[src/rtl/led_ctrl_pkg.sv]
// Shared types and constants for the button-driven LED capture controller.
package led_ctrl_pkg;

  typedef enum logic [1:0] {
    IDLE     = 2'd0,
    PRESS0   = 2'd1,
    WAIT_REL = 2'd2
  } state_e;

  localparam int unsigned LED_W = 5;

endpackage

[src/rtl/led_capture_ctrl_if.sv]
// Board-facing bundle: raw active-low buttons in, LED capture register out.
interface led_capture_ctrl_if;
  import led_ctrl_pkg::*;

  logic [1:0]       btn;
  logic [LED_W-1:0] LED;

  modport master (output btn, input  LED);
  modport slave  (input  btn, output LED);
endinterface

[src/rtl/btn_debounce.sv]
// Two-flop synchroniser plus stability-count debouncer for one active-low button.
module btn_debounce #(
  parameter int unsigned DEBOUNCE_CYCLES = 270000
) (
  input  logic clk,
  input  logic rst,
  input  logic btn_n,
  output logic pressed
);

  localparam int unsigned     CW       = $clog2(DEBOUNCE_CYCLES + 1);
  localparam logic [CW-1:0]   CNT_LAST = CW'(DEBOUNCE_CYCLES - 1);

  logic          sync1_q, sync2_q;
  logic          p_q, p_d;
  logic [CW-1:0] cnt_q, cnt_d;
  logic          s;

  assign s       = ~sync2_q;
  assign pressed = p_q;

  // Level flips on the clock the count would reach DEBOUNCE_CYCLES.
  always_comb begin
    p_d   = p_q;
    cnt_d = '0;
    if (s != p_q) begin
      if (cnt_q == CNT_LAST) begin
        p_d = s;
      end else begin
        cnt_d = cnt_q + CW'(1);
      end
    end
  end

  always_ff @(posedge clk) begin
    if (rst) begin
      sync1_q <= 1'b1;
      sync2_q <= 1'b1;
      p_q     <= 1'b0;
      cnt_q   <= '0;
    end else begin
      sync1_q <= btn_n;
      sync2_q <= sync1_q;
      p_q     <= p_d;
      cnt_q   <= cnt_d;
    end
  end

endmodule

[src/rtl/led_capture_ctrl.sv]
// Capture controller: button 0 strobes the level of button 1 into a 5-bit LED
// shift register; holding both buttons long enough clears it.
module led_capture_ctrl
  import led_ctrl_pkg::*;
#(
  parameter int unsigned DEBOUNCE_CYCLES = 270000,
  parameter int unsigned HOLD_CYCLES     = 27000000
) (
  input  logic               clk,
  input  logic               rst,
  led_capture_ctrl_if.slave  bus
);

  localparam int unsigned   HW        = $clog2(HOLD_CYCLES + 1);
  localparam logic [HW-1:0] HOLD_LAST = HW'(HOLD_CYCLES - 1);

  logic             p0, p1;
  logic             p0_prev_q;
  state_e           state_q, state_d;
  logic [HW-1:0]    hold_q, hold_d;
  logic             bit_q, bit_d;
  logic [LED_W-1:0] led_q, led_d;

  btn_debounce #(.DEBOUNCE_CYCLES(DEBOUNCE_CYCLES)) u_db0 (
    .clk     (clk),
    .rst     (rst),
    .btn_n   (bus.btn[0]),
    .pressed (p0)
  );

  btn_debounce #(.DEBOUNCE_CYCLES(DEBOUNCE_CYCLES)) u_db1 (
    .clk     (clk),
    .rst     (rst),
    .btn_n   (bus.btn[1]),
    .pressed (p1)
  );

  assign bus.LED = led_q;

  always_comb begin
    state_d = state_q;
    hold_d  = hold_q;
    bit_d   = bit_q;
    led_d   = led_q;
    unique case (state_q)
      IDLE: begin
        if (p0 && !p0_prev_q) begin
          bit_d   = p1;
          hold_d  = '0;
          state_d = PRESS0;
        end
      end
      PRESS0: begin
        if (!p0) begin
          led_d   = {led_q[LED_W-2:0], bit_q};
          state_d = IDLE;
        end else if (p1) begin
          // Clear fires on the HOLD_CYCLES-th both-held clock, so the
          // counter never needs to advance past HOLD_CYCLES-1.
          if (hold_q == HOLD_LAST) begin
            led_d   = '0;
            state_d = WAIT_REL;
          end else begin
            hold_d = hold_q + HW'(1);
          end
        end else begin
          hold_d = '0;
        end
      end
      WAIT_REL: begin
        if (!p0 && !p1) begin
          state_d = IDLE;
        end
      end
      default: state_d = IDLE;
    endcase
  end

  always_ff @(posedge clk) begin
    if (rst) begin
      state_q   <= IDLE;
      hold_q    <= '0;
      bit_q     <= 1'b0;
      led_q     <= '0;
      p0_prev_q <= 1'b0;
    end else begin
      state_q   <= state_d;
      hold_q    <= hold_d;
      bit_q     <= bit_d;
      led_q     <= led_d;
      p0_prev_q <= p0;
    end
  end

endmodule
[src/flat_wrapper.sv]
// flat-port wrapper written by rule: the top's interface ports become plain ports
module led_capture_ctrl_flat import led_ctrl_pkg::*;
#(
  parameter int unsigned DEBOUNCE_CYCLES = 270000,
  parameter int unsigned HOLD_CYCLES     = 27000000
)
  (clk, rst, bus_btn, bus_LED);
  led_capture_ctrl_if bus_i ();
  input  logic clk;
  input  logic rst;
  input wire logic [$bits(bus_i.btn)-1:0] bus_btn;
  output wire logic [$bits(bus_i.LED)-1:0] bus_LED;
  assign bus_i.btn = bus_btn;
  assign bus_LED = bus_i.LED;
  led_capture_ctrl #(.DEBOUNCE_CYCLES(DEBOUNCE_CYCLES), .HOLD_CYCLES(HOLD_CYCLES)) u_core (.clk(clk), .rst(rst), .bus(bus_i));
endmodule
[config.mk]
export PLATFORM = sky130hd
export DESIGN_NAME = led_capture_ctrl_flat
export DESIGN_NICKNAME = d
export VERILOG_FILES = /design/src/rtl/led_ctrl_pkg.sv /design/src/rtl/led_capture_ctrl_if.sv /design/src/rtl/btn_debounce.sv /design/src/rtl/led_capture_ctrl.sv /design/src/flat_wrapper.sv
export SDC_FILE = /design/constraint.sdc
export NUM_CORES = 1
export LEC_CHECK = 0
export ABC_CLOCK_PERIOD_IN_PS = 6400
export BUFFER_PORTS_ARGS = -buffer_cell sky130_fd_sc_hd__buf_2
export CORE_MARGIN = 4
export CORE_UTILIZATION = 66
export DETAILED_ROUTE_END_ITERATION = 6
export PLACE_DENSITY_LB_ADDON = 0.15
export SETUP_SLACK_MARGIN = 0.15
export SYNTH_ARGS = -nofsm -noshare
export SYNTH_HDL_FRONTEND = slang
export SYNTH_SLANG_ARGS = --single-unit
export TNS_END_PERCENT = 50
[constraint.sdc]
create_clock -name clk -period 6.4 [get_ports clk]
set_clock_uncertainty 0.15 [all_clocks]
set_input_delay 0.64 -clock clk [delete_from_list [all_inputs] [get_ports clk]]
set_output_delay 0.64 -clock clk [all_outputs]
set_load 0.05 [all_outputs]
==> Yosys cells after proc, flatten, opt, wreduce, memory -nomap -nowiden <==
Index checks and enable logic that the tools add are counted.
{ "totals": {"out_inout_bits": 5, "register_bits": 78, "elab_cells": 64, "input_bits": 4} }
{ "classes": {"n_bitwise": 4, "n_reduce_logical": 15, "n_addsub": 3, "n_eq_ne": 15, "mux": 14} }
{ "ops": {"columns": ["cell", "count"], "rows": [
  ["25-bit 2-to-1 mux", 4],
  ["25-bit case mux with 2 select lines", 1],
  ["19-bit by 1-bit adder with 19-bit output (second input constant)", 2],
  ["19-bit equality test (second input constant)", 2],
  ["25-bit by 1-bit adder with 25-bit output (second input constant)", 1],
  ["25-bit equality test (second input constant)", 1],
  ["5-bit 2-to-1 mux", 3],
  ["2-bit 2-to-1 mux", 5],
  ["4-bit AND reduction", 2],
  ["2-bit by 1-bit != test with 1-bit output (second input constant)", 3],
  ["3-bit != test (second input constant)", 2],
  ["2-bit case mux with 3 select lines", 1],
  ["2-bit AND reduction", 3],
  ["3-bit OR reduction", 2],
  ["2-bit != test (second input constant)", 2],
  ["1-bit NOT", 4],
  ["1-bit zero test", 3],
  ["3-bit by 2-bit != test with 1-bit output (second input constant)", 1],
  ["3-bit AND reduction", 1],
  ["2-bit by 1-bit equality test with 1-bit output (second input constant)", 1],
  ["2-bit equality test (second input constant)", 1],
  ["1-bit logical AND", 2],
  ["2-bit zero test", 1],
  ["1-bit != test", 2],
  ["2-bit nonzero test", 1]
]} }

==> Longest topological paths before layout <==
Gate-level depths: netlist (run 1).
{ "logic_depth": {"ltp_word": 5, "depth_mapped": 8, "ltp_nobuf": 6} }

==> Modules after synthesis <==
Synthesis (run 1) repeated with hierarchy kept, for this count alone.
{ "unflattened": {"cells_unflattened": 409, "hier_area_um2": 3779.9} }
{ "modules_own_cells": {"columns": ["module", "seq_area_each_um2", "instances", "cells_per_inst", "area_per_inst_um2"], "rows": [
  ["led_capture_ctrl", 680.7, 1, 193, 1752.9],
  ["btn_debounce at u_core.u_db1", 440.4, 1, 111, 1043.5],
  ["btn_debounce at u_core.u_db0", 440.4, 1, 105, 983.4]
]} }

==> Worst setup path after synthesis (run 1) <==
No wires, ideal clock.
{ "synth_path": {"kind": "flip-flop to flip-flop", "start": "register u_core.hold_q[9]", "end": "register u_core.hold_q[23]", "setup_ns": 0.122, "t_arrival_ns": 2.110, "t_required_ns": 6.128, "period_less_slack_ns": 2.382, "path_buffers": 2, "stages_incl_launch_ff": 7, "slack_ns": 4.018, "cell_sequence": "dfxtp_1 -> buf_6 -> or4b_1 -> or4_4 -> o21ba_1 -> buf_6 -> a221o_1"} }
{ "synth_between": {"elab_chain_cells": 5, "elab_cells_between_ends": 8, "classes_between": "add/sub: 1; eq/ne: 2; mux: 4; reduce/logical: 1"} }
{ "synth_rtl": {"columns": ["item", "line_no", "text"], "rows": [
  ["start, declared", "led_capture_ctrl.sv:20", "logic [HW-1:0] hold_q, hold_d;"],
  ["start signal, assigned", "led_capture_ctrl.sv:88", "hold_q <= hold_d;"],
  ["25-bit by 1-bit adder with 25-bit output", "led_capture_ctrl.sv:64", "hold_d = hold_q + HW'(1);"],
  ["25-bit 2-to-1 mux", "led_capture_ctrl.sv:60", "if (hold_q == HOLD_LAST) begin"],
  ["25-bit 2-to-1 mux", "led_capture_ctrl.sv:57", "end else if (p1) begin"],
  ["25-bit 2-to-1 mux", "led_capture_ctrl.sv:54", "if (!p0) begin"],
  ["25-bit case mux with 2 select lines", "led_capture_ctrl.sv:45", "unique case (state_q)"]
]} }
Several ways; a longest one is shown, not always the timed one. The select of a mux whose other input is x is not followed.
A chain may end at the register's enable or synchronous reset.

==> Worst setup path in the final report (run 1) <==
{ "layout_path": {"start": "register u_core.hold_q[20]", "end": "register u_core.hold_q[18]"} }
{ "layout_between": {"elab_chain_cells": 3} }
{ "layout_rtl": {"columns": ["item", "line_no"], "rows": [
  ["25-bit equality test", "led_capture_ctrl.sv:60"],
  ["3-bit != test (no source line)", null],
  ["4-bit AND reduction (no source line)", null]
]} }
Every way passes these cells.

==> run metrics, run 1 <==
Primary FF master, synth dfxtp_1; number of global-route vias before repair 2751; Slew Limit Fails 0; layout cell share with drive strength beyond 1 9.745%; Layout fillers 400; hold buffers post-CTS 0; most common cell in the netlist dfxtp_1; met1 usage 32.31%; Mapped Nets 429; P_leak 1.243 nW; RSZ-0062 raised after global routing no; GRT met2 Usage 36.43%; Sinks on Clock Net 78; post-CTS setup buffer count 0; H-tree depth 3; DIE AREA 6722 um2; Synth area leader dfxtp_1; Tightest Pin Transition 0.9092 ns; WL per Instance 14.22 um; Critical path origin u_core.hold_q[20]; Ys Warns 0; synthesis-to-layout area growth 5.609%; initial drt markers 264; Vias 3080; Inserted Clock Buffers 9; routability cong. 0.9092; Hold Path Class reg2reg; Post-DP Area 3650 um2; synth unique cells 53; Place WS 3.429 ns; pwr/cell area 213.7 nW/um2; DR vias/cell 6.148; share of the synthesized area in the top cell type 43.21%; Async SR Flop Fraction 0%; final instance area 3816 um2; met3 Use GR 7.675%; Worst Setup End Kind flop; ANT cells 0; Critical Path Start Type flop; root buffer cell clkbuf_8; fmax 0.3722 GHz; clk_lat worst skew 0.35 ns; first-pass GRT wire length 12.43 mm; initial antenna violation count 0; period utilisation layout 41.98%; FF+latch count, synth 78; final hold violation count 0; Starting Density 69.42%; Avg Cell Area, Syn 8.563 um2; WP data arrival 2.83 ns; required time worst endpoint 6.55 ns; slew margin rel. 38.83%; hold_sp u_core.u_db1.sync1_q; DRC Markers 0; worst setup margin 3.713 ns; clock-pin slew on the worst setup and hold paths 0.08 ns; Port Buf Inserts 8; top cells by area, synth dfxtp_1 43%, nor2_1 6.5%, xor2_1 5.3%, xnor2_1 3.6%, nand2_1 3.5%; Max FO, Critical Path 7; synth cell count leaders 78 x dfxtp_1, 63 x nor2_1, 34 x nand2_1; post-layout util 73.32%; total wire length 7.122 mm; Setup CP Type reg2reg; clock buffer depth 2; largest net degree at the start of global routing 25; Max VDD drop 0.2251 mV; Pre-antenna DRT Iters 5; core area 5205 um2; Routed Antenna Nets 0; CTS tree yes; Setup TNS 0 ns; Post-Syn Instances 422; DIE WIDTH 81.99 um; Post-synth EDFFs 0; chip height 81.99 um; Worst R2R Start u_core.hold_q[20]; outcome finished, final reports clean; GR Overflow Total 0; GRT Resource Usage Total 23.82%; Seq/Total Area, Yosys 43.21%; Final setup viols 0; max-cap viol count 0; FP Rows 26; Final HPWL DP 4.912 mm; cell area after synthesis 3613 um2; Final min period 2.687 ns; layout net count 433; post-cts repair resize count 0; busiest grt layer met2; I/O pins 9
-- sequential cells by signal (all words and copies together), names as in the netlist, 2 cells and up --
signal,cells
u_core.state_q,2
u_core.u_db1.cnt_q,19
u_core.u_db0.cnt_q,19
u_core.bus.LED,5
u_core.hold_q,25
-- cell families after synthesis --
kind of cell | synth area share, %
simple gates | 30.06
flops | 43.21
compound gates | 12.88
xor+xnor | 8.968
buf+inv | 3.566
fa+ha+maj | 1.039
mux | 0.2770
-- critical path, cell delays in order (launching register included) --
cell and delay, ns:
dfxtp_1 0.44, or4bb_2 0.64, or4_4 0.50, nor3_4 0.32, or2_1 0.38, a221o_1 0.21
-- power by group --
group / switching, mW / leakage [nW] / internal (mW)
registers: 0.000736 / 0.629 / 0.486
clock network: 0.179 / 0.0820 / 0.139
logic: 0.00745 / 0.532 / 0.00301
-- metal layers --
| metal | up-vias | wire, um | part of all wire (%) |
|---|---|---|---|
| li1 | 1524 | - | - |
| met1 | 1441 | 3339 | 47 |
| met2 | 106 | 3225 | 45 |
| met3 | 9 | 476 | 6.7 |
| met4 | 0 | 80 | 1.1 |
| met5 | - | 0 | 0 |
-- placed cells by master, fill, tap and decap left out, drive strengths merged, types with 3 or more instances in the layout --
master / netlist / final
clkinv: 0 / 4
clkbuf: 9 / 10
a31oi: 9 / 9
nand3: 25 / 25
dfxtp: 78 / 78
nor3: 13 / 13
or4: 7 / 7
a211oi: 4 / 4
or2: 9 / 9
o31ai: 3 / 3
a21o: 6 / 6
nand4: 17 / 17
xnor2: 15 / 15
and4: 3 / 3
inv: 8 / 8
a21oi: 18 / 18
ha: 3 / 3
buf: 7 / 9
nor2: 63 / 63
and3: 6 / 6
nor4: 11 / 11
or3: 4 / 4
nand2: 34 / 34
o21ai: 16 / 16
xor2: 22 / 22
nor3b: 4 / 4
-- path summary, 6_finish.rpt --
| kind | end | slack (ns) | cells past startpoint |
|---|---|---|---|
| setup / recovery | u_core.hold_q[18] | 3.71 | 5 |
| hold / removal | u_core.u_db1.sync2_q | 0.26 | 1 |
| setup reg to reg | u_core.hold_q[18] | 3.71 | 5 |
| hold reg to reg | u_core.u_db1.sync2_q | 0.26 | 1 |
-- per-stage QoR --
step | power (mW) | std cells | hold WS [ns]
detailed placement | 0.5089 | 485 | 0.2475
floorplan | 0.5067 | 422 | 0.2395
global route | 0.8442 | 501 | 0.2845
global placement | 0.5087 | 485 | 0.2427
CTS | 0.8226 | 501 | 0.2671
finish | 0.8156 | 501 | 0.2614
-- final cells by class --
class                           count  area [um2]  share of cell area [%]
Clock inverter                      6       38.79                   1.016
Timing Repair Buffer                9       47.55                   1.246
Multi-Input combinational cell    320        1923                   50.39
Tap cell                           70       87.58                   2.295
Clock buffer                       10       127.6                   3.344
Sequential cell                    78        1562                   40.92
Inverter                            8       30.03                  0.7869
Power figures use the tool's default switching activity.
==> inputs of run 2 (changes only) <==
--- a/config.mk
+++ b/config.mk
@@ -5,10 +5,11 @@
 export SDC_FILE = /design/constraint.sdc
 export NUM_CORES = 1
 export LEC_CHECK = 0
-export ABC_CLOCK_PERIOD_IN_PS = 6400
+export ABC_AREA = 1
+export ABC_CLOCK_PERIOD_IN_PS = 2600
 export BUFFER_PORTS_ARGS = -buffer_cell sky130_fd_sc_hd__buf_2
 export CORE_MARGIN = 4
-export CORE_UTILIZATION = 66
+export CORE_UTILIZATION = 62
 export DETAILED_ROUTE_END_ITERATION = 6
 export PLACE_DENSITY_LB_ADDON = 0.15
 export SETUP_SLACK_MARGIN = 0.15
==> constraint.sdc (replaced) <==
create_clock -name clk -period 2.6 [get_ports clk]
set_clock_uncertainty 0.15 [all_clocks]
set_input_delay 0.26 -clock clk [delete_from_list [all_inputs] [get_ports clk]]
set_output_delay 0.26 -clock clk [all_outputs]
set_load 0.05 [all_outputs]
==> run 2 against run 1 <==
  * Critical path depth is 1 higher
  * Via count grew 29%
  * Sequential share of layout area is 6.3 points lower
  * Combinational power rose to 3.4 times the previous value
  * Clock power rose to 2.9 times the previous value
  * Routed wire length rose by 29%
  * Final area rose by 18%
  * Fmax rose by 29%
  * Area after synthesis rose by 15%
  * Count of clock-buffer cells in the layout unchanged
  * Synthesized cell count increased by 47%
==> run metrics, run 2 <==
ANT cells 0 (unchanged); Worst Setup End Kind flop; WP data arrival 2.15 ns (-0.68 ns); register area 1562 um2 (unchanged); Primary FF master, synth dfxtp_1; final std cells w/o fill 719 (+44%); Sw Ratio 22.17% (-0.77 points); Avg Cell Area, Syn 6.718 um2 (-22%); Starting Density 64.85% (-4.6 points); Final HPWL DP 6.798 mm (+38%); layout net count 644 (+49%); placed insts 701 (+45%); Post-synth EDFFs 0 (unchanged); Pre-antenna DRT Iters 5 (unchanged); GRT Resource Usage Total 23.43% (-0.39 points); flop2flop setup slack 0.51 ns (-3.20 ns); Psw 480.0 uW (+160%); internal power 1.685 mW (+170%); share of the synthesized area in the top cell type 37.49% (-5.7 points); core area 6422 um2 (+23%); Post-DP Area 4280 um2 (+17%); required time worst endpoint 2.66 ns (-3.89 ns); RR Endpoint u_core.u_db0.cnt_q[7]; total wire length 9.175 mm (+29%); DIE WIDTH 89.97 um (+9.7%); slew margin rel. 60.60% (+22 points); most common cell in the netlist nand2_1; Max FO, Critical Path 15 (+8); clk_lat worst skew 0.34 ns (about the same); CP endpoint u_core.u_db0.cnt_q[7]; routability cong. 0.9395 (+3.3%); final total power 2.165 mW (+170%); max-cap viol count 0 (unchanged); Setup TNS 0 ns (unchanged); Critical Path Start Type flop; Inserted Clock Buffers 9 (unchanged); most frequent cells in the layout 153 x nand2_1, 88 x nor2_1, 78 x dfxtp_1, 75 x inv_1, 41 x nand3_1; fmax 0.4786 GHz (+29%); Ys Warns 0 (unchanged); Hold Path Class in2reg; Final min period 2.089 ns (-0.5974 ns); Worst R2R Start u_core.u_db0.cnt_q[0]; pwr/cell area 480.4 nW/um2 (+120%); Layout fillers 557 (+39%); Mapped Nets 627 (+46%); WL per Instance 12.76 um (-10%); Setup CP Type reg2reg; Seq pwr share 55.4% (-4.3 points); clock-pin slew on the worst setup and hold paths 0.08 ns (about the same); RSZ-0062 raised after global routing no; outcome finished, final reports clean; final hold violation count 0 (unchanged); P_leak 1.616 nW (+30%); Vias 3965 (+29%); Max VDD drop 0.5593 mV (+150%); post-CTS setup buffer count 0 (unchanged); FP Rows 29 (+12%); post-layout util 70.17% (-3.1 points); I/O pins 9 (unchanged); synthesis-to-layout area growth 8.201%; Routed Antenna Nets 0 (unchanged); area of the multi-input gates 2256 um2 (+17%); Synth area leader dfxtp_1; CTS tree yes; DRC Markers 0 (unchanged); Critical path origin u_core.u_db0.cnt_q[0]; clock buffer depth 2 (unchanged); Comb power frac 1.6% (+0.3 points); GR Overflow Total 0 (unchanged); DIE AREA 8094 um2 (+20%); synth cell count leaders 153 x nand2_1, 88 x nor2_1, 78 x dfxtp_1; commonest non-fill, non-tap cell in the layout nand2_1; top cells by area, synth dfxtp_1 37%, nand2_1 14%, nor2_1 7.9%, inv_1 6.8%, nand3_1 4.9%; H-tree depth 3 (unchanged); Port Buf Inserts 8 (unchanged); top flop regs u_core.hold_q: 25 flops, u_core.u_db0.cnt_q: 19 flops, u_core.u_db1.cnt_q: 19 flops; Async SR Flop Fraction 0% (unchanged); DR vias/cell 5.515 (-10%); Tightest Pin Transition 0.5865 ns (-0.3227 ns); number of global-route vias before repair 3540 (+29%); largest net degree at the start of global routing 20 (-20%); Sinks on Clock Net 78 (unchanged); final instance area 4507 um2 (+18%); clock network fraction of total power 43.0% (+4.0 points); layout cell share with drive strength beyond 1 10.28% (+0.54 points); max reg flops 25 (unchanged); period utilisation layout 80.36% (+38 points); worst setup margin 0.5108 ns (-3.203 ns); initial antenna violation count 0 (unchanged); Final setup viols 0 (unchanged); Min Hold Slack 0.1435 ns (-0.1179 ns); largest reg by FF count u_core.hold_q; synth unique cells 36 (-32%); Post-Syn Instances 620 (+47%); FF-to-FF path depth 6 (+1); root buffer cell clkbuf_8; initial drt markers 245 (-7.2%); Place WS 0.5257 ns (-2.904 ns); cell area after synthesis 4165 um2 (+15%); chip height 89.97 um (+9.7%); Seq/Total Area, Yosys 37.49% (-5.7 points); FF+latch count, synth 78 (unchanged); first-pass GRT wire length 15.95 mm (+28%); Slew Limit Fails 0 (unchanged)
[run 2: how the worst min path moves through the flow]
| stage | cells after the start | end | startpoint |
|---|---|---|---|
| 2_1_floorplan | 1 | u_core.u_db0.sync1_q | bus_btn[0] |
| 3_3_place_gp | 1 | u_core.u_db0.sync2_q | u_core.u_db0.sync1_q |
| 3_5_place_dp | 1 | u_core.u_db0.sync2_q | u_core.u_db0.sync1_q |
| 4_1_cts | 2 | u_core.p0_prev_q | rst |
| 5_1_grt | 2 | u_core.p0_prev_q | rst |
| 6_report | 2 | u_core.p0_prev_q | rst |
[run 2: layer usage]
layer	up-vias	part of all wire, %	GRT usage, %
met5	-	0	0
met4	0	1.3	7.270
met3	11	4.9	3.673
met2	94	46	37.91
met1	1815	48	32.29
li1	2045	-	-
[run 2: timing repair]
| item | in CTS | in global routing |
|---|---|---|
| endpoints found under the hold margin | 2 | 0 |
| hold buffers | 2 | 0 |
| gates resized for setup | 0 | 0 |
| endpoints found under the setup margin | 0 | 0 |
[run 2: area by class of cell]
type | instances | share of cell area, %
multi-input combinational | 455 | 50.06
sequential | 78 | 34.65
inverter | 79 | 6.580
clock buffer | 10 | 3.054
tap | 77 | 2.138
timing repair buffer | 14 | 1.999
clock inverter | 6 | 1.527
[run 2: kinds of logic (layout without fill, tap and decap cells)]
family                     after synthesis  count (layout)  synth area share (%)
xor gates and xnor gates                17              17                 3.575
DFF                                     78              78                 37.49
adders and majority gates                3               3                0.9013
and+or+nand+nor                        361             361                 39.59
buffers and inverters                   87             109                 8.351
AOI/OAI and AO/OA                       74              74                 10.09
[run 2: power by group through the flow]
stage	combinational [mW]	sequential, mW	clock, mW
6_report	0.0356	1.20	0.931
5_1_grt	0.0392	1.20	1.00
4_1_cts	0.0355	1.20	0.950
3_5_place_dp	0.0329	1.23	0
3_3_place_gp	0.0327	1.23	0
2_1_floorplan	0.0222	1.23	0
[run 2: worst max-delay path: stages, from the launching register on]
cell      delay (ns)
dfxtp_1         0.43
ha_1            0.22
nand3_1         0.12
nor2_1          0.16
nand4_1         0.28
nand2_1         0.50
a211oi_1        0.09
==> inputs of run 3 (changes only) <==
--- a/config.mk
+++ b/config.mk
@@ -6,7 +6,7 @@
 export NUM_CORES = 1
 export LEC_CHECK = 0
 export ABC_AREA = 1
-export ABC_CLOCK_PERIOD_IN_PS = 2600
+export ABC_CLOCK_PERIOD_IN_PS = 2050
 export BUFFER_PORTS_ARGS = -buffer_cell sky130_fd_sc_hd__buf_2
 export CORE_MARGIN = 4
 export CORE_UTILIZATION = 62
==> constraint.sdc (replaced) <==
create_clock -name clk -period 2.05 [get_ports clk]
set_clock_uncertainty 0.15 [all_clocks]
set_input_delay 0.205 -clock clk [delete_from_list [all_inputs] [get_ports clk]]
set_output_delay 0.205 -clock clk [all_outputs]
set_load 0.05 [all_outputs]
==> run 3 against run 2 <==
  * Sequential power grew 27%
  * First-iteration DRC count shrank 0.41%
  * Global-route usage grew 0.72 points
  * Critical endpoint is now u_core.hold_q[13]
==> run metrics, run 3 (synthesis gave the netlist of run 2 again) <==
FP Rows 29 (unchanged); final total power 2.809 mW (+30%); Final HPWL DP 6.972 mm (+2.6%); layout cell share with drive strength beyond 1 16.47% (+6.2 points); total wire length 9.790 mm (+6.7%); RR Endpoint u_core.hold_q[13]; Final setup viols 0 (unchanged); Slew Limit Fails 0 (unchanged); DIE AREA 8094 um2 (unchanged); WL per Instance 13.25 um (+3.8%); Sinks on Clock Net 78 (unchanged); pwr/cell area 591.7 nW/um2 (+23%); Worst R2R Start u_core.hold_q[4]; synthesis-to-layout area growth 13.97%; clock-pin slew on the worst setup and hold paths 0.08 ns (about the same); Pre-antenna DRT Iters 6 (+1); I/O pins 9 (unchanged); initial drt markers 244 (-0.41%); slew margin rel. 73.23% (+13 points); WP data arrival 1.97 ns (-0.18 ns); Worst Setup End Kind flop; flop2flop setup slack 0.22 ns (-0.29 ns); GR Overflow Total 0 (unchanged); initial antenna violation count 0 (unchanged); max reg flops 25 (unchanged); chip height 89.97 um (unchanged); core area 6422 um2 (unchanged); RSZ-0062 raised after global routing yes; DRC Markers 0 (unchanged); final hold violation count 0 (unchanged); DR vias/cell 5.625 (+2.0%); Final min period 1.829 ns (-0.2600 ns); largest net degree at the start of global routing 20 (unchanged); Inserted Clock Buffers 9 (unchanged); number of global-route vias before repair 3663 (+3.5%); hold_sp u_core.u_db1.sync1_q; Setup CP Type reg2reg; WP buf/inv 1 (+1); Critical-path top delay cell dfxtp_1; Hold Crit Depth 1 (-1); layout net count 664 (+3.1%); P_leak 1.716 nW (+6.2%); first-pass GRT wire length 16.39 mm (+2.8%); clock buffer depth 2 (unchanged); CTS tree yes; largest stage delay on the critical path 0.42 ns (-0.08 ns); largest reg by FF count u_core.hold_q; outcome finished, final reports clean; GRT Resource Usage Total 24.15% (+0.72 points); most frequent cells in the layout 149 x nand2_1, 79 x nor2_1, 74 x inv_1, 71 x dfxtp_1, 40 x nand3_1; Max FO, Critical Path 9 (-6); routability cong. 0.9151 (-2.6%); Port Buf Inserts 8 (unchanged); H-tree depth 3 (unchanged); clk_lat worst skew 0.36 ns (+0.02 ns); FF-to-FF path depth 9 (+3); period utilisation layout 89.23% (+8.9 points); Setup TNS 0 ns (unchanged); Hold Path Class reg2reg; commonest non-fill, non-tap cell in the layout nand2_1; crit-path leading delay family simple AND/OR/NAND/NOR gates; root buffer cell clkbuf_8; top flop regs u_core.hold_q: 25 flops, u_core.u_db0.cnt_q: 19 flops, u_core.u_db1.cnt_q: 19 flops; Starting Density 64.85% (unchanged); Routed Antenna Nets 0 (unchanged); Tightest Pin Transition 0.3984 ns (-0.1881 ns); critical path, cell by cell nand2_1 -> nor2_4 -> nand2_4 -> nor2_4 -> nand3_4 -> nand3_4 -> buf_4 -> nand2_1 -> a21oi_2; Critical Path Start Type flop; fmax 0.5467 GHz (+14%); max-cap viol count 0 (unchanged); DIE WIDTH 89.97 um (unchanged); Vias 4157 (+4.8%); Hold EP u_core.u_db1.sync2_q; required time worst endpoint 2.19 ns (-0.47 ns); Max VDD drop 0.4319 mV (-23%); ANT cells 0 (unchanged)
==> run 3: stage by stage <==
| stage | std cells | utilization (%) | cell area, um2 | setup WS, ns | hold WS (ns) |
|---|---|---|---|---|---|
| global route | 739 | 73.91 | 4747 | 0.08740 | 0.2986 |
| detailed placement | 718 | 68.63 | 4408 | 0.1349 | 0.2444 |
| finish | 739 | 73.91 | 4747 | 0.2207 | 0.2648 |
| floorplan | 620 | - | 4165 | 0.3477 | 0.1588 |
| global placement | 718 | 68.63 | 4408 | 0.2306 | 0.2378 |
| CTS | 737 | 72.53 | 4658 | 0.1474 | 0.2641 |
==> run 3: what timing repair did <==
action,CTS,global route
hold buffers,3,0
endpoints found under the setup margin,3,49
endpoints found under the hold margin,4,0
pin swaps,0,1
setup buffers,0,2
gates resized for setup,1,26
==> run 3: layer usage <==
layer	global-route usage (%)	wire (um)	up-vias
met3	6.344	794	25
met4	7.653	183	0
met1	32.51	4417	1864
li1	-	-	2088
met5	0	0	-
met2	37.97	4394	180
==> run 3: power by group <==
group	switching (mW)	internal, mW	total (mW)	leakage [nW]
Sequential	0.00255	1.52	1.52	0.633
Combinational	0.0314	0.0176	0.0491	0.979
Clock	0.575	0.664	1.24	0.105
==> run 3: worst max-delay path by stage <==
stage                                     start                      to  slack (ns)  cells after the start
after floorplan           u_core.u_db0.cnt_q[0]  u_core.u_db0.cnt_q[18]        0.35                     10
after global placement    u_core.u_db0.cnt_q[0]  u_core.u_db0.cnt_q[18]        0.23                     10
after detailed placement  u_core.u_db0.cnt_q[0]  u_core.u_db0.cnt_q[14]        0.13                      9
after CTS                      u_core.hold_q[0]       u_core.hold_q[20]        0.15                     10
after global routing           u_core.hold_q[5]        u_core.hold_q[1]        0.09                     10
final                          u_core.hold_q[4]       u_core.hold_q[13]        0.22                      9
==> run 3: layout make-up <==
cell class                 count  area (um2)
tap                           77       96.34
timing repair buffer          34       242.7
inverter                      79       296.5
sequential                    78        1570
fill                         521        1675
clock buffer                  12       165.2
clock inverter                 4       53.80
multi-input combinational    455        2322
